[config.mk]
export PLATFORM = sky130hd
export DESIGN_NAME = register_file_mp
export DESIGN_NICKNAME = d
export VERILOG_FILES = /design/src/rtl/register_file_mp_pkg.sv /design/src/rtl/register_file_mp_scoreboard.sv /design/src/rtl/register_file_mp.sv
export SDC_FILE = /design/constraint.sdc
export NUM_CORES = 2
export LEC_CHECK = 0
export CORE_ASPECT_RATIO = 1.2
export CORE_MARGIN = 1
export CORE_UTILIZATION = 45
export DETAILED_ROUTE_END_ITERATION = 7
export PLACE_DENSITY = 0.68
export SLEW_MARGIN = 25
export SYNTH_ARGS = -nofsm -noshare
export SYNTH_HDL_FRONTEND = slang
export SYNTH_HIERARCHICAL = 1
export SYNTH_SLANG_ARGS = --single-unit
[constraint.sdc]
create_clock -name CLK -period 15.4 [get_ports CLK]
set_clock_uncertainty 0.2 [all_clocks]
set_input_delay 3.85 -clock CLK [delete_from_list [all_inputs] [get_ports CLK]]
set_output_delay 3.85 -clock CLK [all_outputs]
set_load 0.02 [all_outputs]
[src/rtl/register_file_mp_pkg.sv]
// Shared types for the multi-port register file. Build option: REGISTER_FILE_BYPASS_EN
// enables same-cycle write-to-read forwarding.
package register_file_mp_pkg;
    localparam int rf_nregs_t = 32;
    localparam int RF_WIDTH   = 32;

    typedef logic [$clog2(rf_nregs_t)-1:0] regbits_t;
    typedef logic [RF_WIDTH-1:0]           word_t;
endpackage

[src/rtl/register_file_mp_scoreboard.sv]
// Busy scoreboard: a reserve sets a register busy, any write to it clears it.
// A reserve in the same cycle as a write wins, since it names a newer producer.
module rf_scoreboard #(
    parameter int NWRITE = 1,
    parameter int NREGS  = 32,
    parameter int SELW   = $clog2(NREGS),
    parameter int CNTW   = $clog2(NREGS) + 1
) (
    input  logic                   clk,
    input  logic                   rst,
    input  logic [NWRITE-1:0]      wen,
    input  logic [NWRITE*SELW-1:0] wsel,
    input  logic                   rsv_en,
    input  logic [SELW-1:0]        rsv_sel,
    output logic [NREGS-1:0]       busy,
    output logic [CNTW-1:0]        busy_cnt
);
    logic [NREGS-1:0] busy_next;
    logic [CNTW-1:0]  cnt_next;
    logic             wr_hit;

    always_comb begin
        busy_next = busy;
        cnt_next  = '0;
        wr_hit    = 1'b0;
        for (int r = 1; r < NREGS; r++) begin
            wr_hit = 1'b0;
            for (int i = 0; i < NWRITE; i++)
                if (wen[i] && wsel[i*SELW +: SELW] == SELW'(r))
                    wr_hit = 1'b1;
            if (rsv_en && rsv_sel == SELW'(r))
                busy_next[r] = 1'b1;
            else if (wr_hit)
                busy_next[r] = 1'b0;
        end
        // r0 is hardwired zero and can never have an outstanding producer
        busy_next[0] = 1'b0;
        for (int r = 0; r < NREGS; r++)
            cnt_next = cnt_next + CNTW'(busy_next[r]);
    end

    always_ff @(posedge clk) begin
        if (rst) begin
            busy     <= '0;
            busy_cnt <= '0;
        end else begin
            busy     <= busy_next;
            busy_cnt <= cnt_next;
        end
    end
endmodule

[src/rtl/register_file_mp.sv]
// Multi-port register file with busy scoreboard. Define REGISTER_FILE_BYPASS_EN
// to forward same-cycle write data (and clear rbusy) on matching read ports.
module register_file_mp
    import register_file_mp_pkg::*;
#(
    parameter int NREAD  = 2,
    parameter int NWRITE = 1,
    parameter int NREGS  = rf_nregs_t,
    parameter int WIDTH  = RF_WIDTH,
    parameter int SELW   = $clog2(NREGS)
) (
    input  logic                     CLK,
    input  logic                     RST,
    input  logic [NWRITE-1:0]        wen,
    input  logic [NWRITE*SELW-1:0]   wsel,
    input  logic [NWRITE*WIDTH-1:0]  wdat,
    input  logic [NREAD*SELW-1:0]    rsel,
    output logic [NREAD*WIDTH-1:0]   rdat,
    output logic [NREAD-1:0]         rbusy,
    input  logic                     rsv_en,
    input  logic [SELW-1:0]          rsv_sel,
    output logic [$clog2(NREGS):0]   busy_cnt
);
    localparam int CNTW = $clog2(NREGS) + 1;

    logic [NREGS-1:0][WIDTH-1:0]  regs;
    logic [NREGS-1:0]             busy;
    logic [NWRITE-1:0][SELW-1:0]  wsel_a;
    logic [NWRITE-1:0][WIDTH-1:0] wdat_a;

    for (genvar i = 0; i < NWRITE; i++) begin : g_wunpack
        assign wsel_a[i] = wsel[i*SELW +: SELW];
        assign wdat_a[i] = wdat[i*WIDTH +: WIDTH];
    end

    // Ascending port order makes the highest-index writer win a conflict
    always_ff @(posedge CLK) begin
        if (RST) begin
            regs <= '0;
        end else begin
            for (int i = 0; i < NWRITE; i++)
                if (wen[i] && wsel_a[i] != '0)
                    regs[wsel_a[i]] <= wdat_a[i];
        end
    end

    rf_scoreboard #(
        .NWRITE (NWRITE),
        .NREGS  (NREGS),
        .SELW   (SELW),
        .CNTW   (CNTW)
    ) u_sb (
        .clk      (CLK),
        .rst      (RST),
        .wen      (wen),
        .wsel     (wsel),
        .rsv_en   (rsv_en),
        .rsv_sel  (rsv_sel),
        .busy     (busy),
        .busy_cnt (busy_cnt)
    );

    for (genvar j = 0; j < NREAD; j++) begin : g_rd
        logic [SELW-1:0]  sel;
        logic [WIDTH-1:0] rd;
        logic             rb;

        assign sel = rsel[j*SELW +: SELW];

        always_comb begin
            rd = regs[sel];
            rb = busy[sel];
`ifdef REGISTER_FILE_BYPASS_EN
            for (int i = 0; i < NWRITE; i++) begin
                if (wen[i] && wsel_a[i] == sel) begin
                    rd = wdat_a[i];
                    rb = 1'b0;
                end
            end
`endif
            if (sel == '0) begin
                rd = '0;
                rb = 1'b0;
            end
        end

        assign rdat[j*WIDTH +: WIDTH] = rd;
        assign rbusy[j]               = rb;
    end
endmodule

After elaboration in Yosys (flattened, before gate mapping)
Index checks and enable logic that the tools add are counted.
{ "op_classes": {"addsub": 30, "mul": 0, "div_mod_pow": 0, "magnitude_cmp": 4, "n_eq_ne": 62, "n_shift": 0, "mux": 108, "bitwise": 0, "n_reduce_logical": 67} }
{ "ops": {"columns": ["operator", "count"], "rows": [
  ["1024-bit bitwise mux", 1],
  ["32-bit binary-select mux with 5-bit select", 2],
  ["6-bit by 1-bit adder with 6-bit output", 29],
  ["32-bit demux with 5-bit select", 1],
  ["5-bit equality test (second input constant)", 32],
  ["32-bit two-way mux", 5],
  ["1-bit two-way mux", 97],
  ["5-bit by 4-bit equality test with 1-bit output (second input constant)", 16],
  ["1-bit logical AND", 64],
  ["5-bit by 3-bit equality test with 1-bit output (second input constant)", 8],
  ["5-bit by 2-bit equality test with 1-bit output (second input constant)", 4],
  ["5-bit by 6-bit < comparator with 1-bit output (second input constant)", 3],
  ["1-bit binary-select mux with 5-bit select", 2],
  ["5-bit by 1-bit equality test with 1-bit output (second input constant)", 2],
  ["5-bit logical NOT", 2],
  ["5-bit by 1-bit >= comparator with 1-bit output (second input constant)", 1],
  ["5-bit nonzero test", 1],
  ["1-bit by 1-bit adder with 2-bit output", 1]
]} }
{ "totals": {"register_bits": 1062, "latch_bits": 0, "mem_bits_rw": 0, "rom_bits": 0, "output_inout_bits": 72, "n_memories": 0} }

Longest topological paths before layout
{ "logic_depth": {"depth_word": 35, "depth_mapped": 21, "mapped_depth_nobuf": 20} }

Hierarchy
The synthesis kept the hierarchy.
{ "modules_own_cells": {"columns": ["module", "n_inst", "cells_per_inst", "area_per_inst_um2"], "rows": [
  ["register_file_mp", 1, 5906, 52470.3],
  ["rf_scoreboard", 1, 274, 2392.3]
]} }

Least setup slack after synthesis
Ideal clock, no wire load.
{ "synth_path": {"path_type": "input to output", "startpoint": "input port rsel[5]", "endpoint": "output port rdat[33]", "arrival_time_ns": 5.488, "required_time_ns": 11.350, "setup_slack_ns": 5.862, "stages": 7, "n_path_buf": 4, "path_cell_list": "buf_4 inv_2 buf_4 buf_2 clkbuf_1 o2111ai_1 a311oi_1"} }
{ "synth_via": {"elab_chain_len": 3, "elab_cells_between_ends": 4, "classes_between": "3 x mux; 1 x reduce/logical"} }
{ "synth_rtl": {"columns": ["element", "line", "rtl"], "rows": [
  ["start: declaration", "register_file_mp.sv:17", "input logic [NREAD*SELW-1:0] rsel,"],
  ["32-bit binary-select mux with 5-bit select", "register_file_mp.sv:71", "rd = regs[sel];"],
  ["32-bit two-way mux (not written as such)", "register_file_mp.sv:71", null],
  ["32-bit two-way mux (*)", "register_file_mp.sv:81", "if (sel == '0) begin"],
  ["end: declaration", "register_file_mp.sv:18", "output logic [NREAD*WIDTH-1:0] rdat,"]
]} }
Every way passes the cells marked *; elsewhere a longest branch is shown, timed or not. The select of a mux whose other input is x is not followed.

Final worst setup path
{ "layout_path": {"startpoint": "input port rsel[8]", "endpoint": "output port rdat[60]"} }
The elaborated chain is that of the path after synthesis.

==> flow_metrics.tcl <==
set metrics [dict create \
    setup_viol_count_final 0 \
    seq_area_frac_synth 0.387 \
    cts.hold.buffers_added 0 \
    grt_antenna_before_repair 10 \
    crit_start "rsel[8]" \
    max_cap_violation_count 0 \
    cts.repair.resized 0 \
    critical-path-slowest-cell "a311oi_1" \
    grt_util_all_layers 0.338 \
    place.port_buffers 127 \
    route.detailed.vias_per_inst 6.52 \
    min_period_over_period 0.782 \
    routedWlPerCell_um 28.0 \
    clock_insertion_delay_worst_skew_ns 0.74 \
    grt_first_pass_wirelength_mm 310 \
    rsz_0062_raised_after_global_routing "false" \
    timing.reg2reg.setup_slack_ns 10.05 \
    cts.sinks 1061 \
    filler_cell_count 11095 \
    std_cell_rows 139 \
    cell_taking_the_most_area_after_synthesis "dfxtp_1" \
    ctsLongestPathBuffers 3 \
    place_inst 7392 \
    end_kind "output pin" \
    synth.ff_latch_count 1061 \
    total_leakage_power_nw 19.3 \
    ff2ff_path_depth 17 \
    die_width_um 321 \
    grt_max_degree 226 \
    area_added_between_synthesis_and_finish_pct 9.34 \
    timing.critical_path.from_type "input port" \
    slew_limit_headroom 0.172 \
    critical_path_peak_fanout 28 \
    worstSetupPathType "input port to output pin" \
    cts_made_buffers 107 \
    synthesis.nets 6266 \
    min-delay-path-class "flip-flop to flip-flop" \
    drt-initial-drc-count 7571 \
    hold-worst-slack_ns 0.266 \
    fin_nets 5966 \
    r2r-start "u_sb/busy[24]" \
    crit_top_cell "buf_4" \
    critical_path.reg2reg.endpoint "u_sb/busy_cnt[4]" \
    first_global_vias 46810 \
    fin_crit_ns 12.05 \
    violations "DRC" \
    setup_total_negative_slack_ns 0 \
    fp.dieH_um 384 \
    cp_data_arrival_time_ns 8.00 \
    synth.top_cells.by_area "dfxtp_1 (39%), mux4_2 (19%), nand2_1 (14%), a21oi_1 (9.4%), clkbuf_1 (2.5%)" \
    power.ir.vdd_worst_mv 0.0895 \
    instances_no_fill 7596 \
    maximum_single_stage_delay_on_the_critical_path_ns 0.91 \
    async_flop_share 0 \
    max_freq_mhz 83.0 \
    worst_hold_path.endpoint "regs[498]" \
    ys.flop_type "dfxtp_1" \
    synthCells 6180 \
    synth_top_area_frac 0.387 \
    cts_tree "yes" \
    synth.distinct_cells 56 \
    ioPinCount 128 \
    hold-path-cell-count 2 \
    cts_setup_buffers 0 \
    worstPathRequired_ns 11.35 \
    synth_area_per_cell_um2 8.88 \
    detailedPlacementHpwl_mm 121 \
    drt-pass1-iter-count 8 \
    effective_utilization_at_floorplan 0.456 \
    worstHoldStart "regs[498]" \
    post_route_cells_drive_above_1_share 0.159 \
    power_per_cell_area_nw_per_um2 103 \
    worst_setup_hold_path_clk_slew_ns 0.06 \
    routed_wl_mm 213 \
    globalRouteOverflowTotal 0 \
    design.die.area_um2 123000 \
    cts-htree-levels 3 \
    worstPathCellList "buf_2, buf_4, nor2b_4, buf_4, a22oi_1, a311oi_1, clkdlybuf4s50_1" \
    finalHoldViolCount 0 \
    max_slew_vio_count 0 \
    fp.coreArea_um2 120000 \
    cts_root_buffer "clkbuf_16" \
    yosysWarnings 6 \
    tightestPinTransition_ns 1.24 \
    synth.cell_area_um2 54900 \
    drcViolationCount 2 \
    run_status "finished with violations" \
    via_count_of_the_routed_design 49533 \
    synth-edff-count 0 \
    place_congestion 0.903 \
    postRouteAntennaNets 0 \
]
kinds of logic (layout without fill, tap and decap cells):
group	count (synthesis)	count (layout)	share of synthesized area
other cells	1	3	0.0000684
flops	1061	1061	0.387
xor+xnor	1	1	0.000160
mux	661	661	0.227
simple gates	2320	2320	0.171
fa+ha+maj	30	30	0.00999
compound gates	1436	1436	0.147
buf+inv	670	463	0.0574
Yosys cell counts, drive strengths merged (25+ instances only):
cell and number:
a22oi 66, nand2 2086, o21ai 138, nor2 25, buf 280, a21oi 1025
inv 27, a211oi 66, a311oi 66, clkbuf 363, mux2i 133, and2 33
nor2b 110, mux4 462, dfxtp 1061, mux2 66, a221oi 48
worst max-delay path: cells and delay by family:
kind            cells  cell delay [ns]
buf+inv             4             2.30
compound gates      2             1.10
simple gates        1             0.66
area by class of cell:
cell class	instances	area (µm²)	area share
antenna	2	5.00	0.0000834
clock buffer	142	2980	0.0497
clock inverter	60	810	0.0135
inverter	27	104	0.00173
multi-input combinational	4449	30800	0.513
sequential	1061	21200	0.354
tap	1621	2030	0.0338
timing repair buffer	234	2050	0.0341
worst max-delay path by stage:
stage / to
after global placement: rdat[43]
after floorplan: rdat[33]
after CTS: rdat[43]
after detailed placement: rdat[43]
final: rdat[60]
after global routing: rdat[43]
flip-flops by register name, summed over array words and instances (netlist names):
name / count
u_sb/busy_cnt: 6
regs: 1024
u_sb/busy: 31
layer usage:
| layer | part of all wire | GRT usage | up-vias | wire length, µm |
|---|---|---|---|---|
| met3 | 0.13 | 0.0829 | 913 | 26800 |
| met5 | 0.00046 | 0 | - | 99 |
| met2 | 0.45 | 0.522 | 3631 | 95700 |
| met4 | 0.074 | 0.228 | 16 | 15700 |
| li1 | - | - | 21021 | - |
| met1 | 0.35 | 0.417 | 23952 | 74700 |
report_power, final:
group | total, W | internal, W | switching (W)
registers | 0.00278 | 0.00277 | 0.0000152
logic | 0.000576 | 0.000173 | 0.000403
clock network | 0.00285 | 0.00164 | 0.00121
total | 0.00620 | 0.00458 | 0.00163
cell usage in the layout (no fill, tap or decap), types with 12 or more instances in the layout:
master and n:
a211oi_1 66, o21ai_0 77, nand2_2 18, and2_2 12
a22oi_1 66, mux4_2 462, fa_1 23, clkbuf_1 18
clkinv_2 33, buf_2 27, clkbuf_16 107, a21oi_1 1025
clkdlybuf4s50_1 93, nor2_4 15, bufinv_16 16, mux2i_1 133
mux2_2 66, a311oi_1 65, buf_4 100, o2111ai_1 18
a221oi_1 47, clkbuf_8 17, and2_1 20, o21ai_1 59
dfxtp_1 1061, inv_1 25, nor2b_1 105, nand2_1 2063
metrics by stage:
step	total power, W	instance area (µm²)	utilization	setup WS [ns]
floorplan	0.00320	54900	-	5.86
global placement	0.00340	56300	0.468	3.58
detailed placement	0.00340	56200	0.467	3.69
CTS	0.00619	60000	0.498	3.68
global route	0.00632	60000	0.498	3.53
finish	0.00620	60000	0.498	3.35
(Power assumes the default switching activity.)
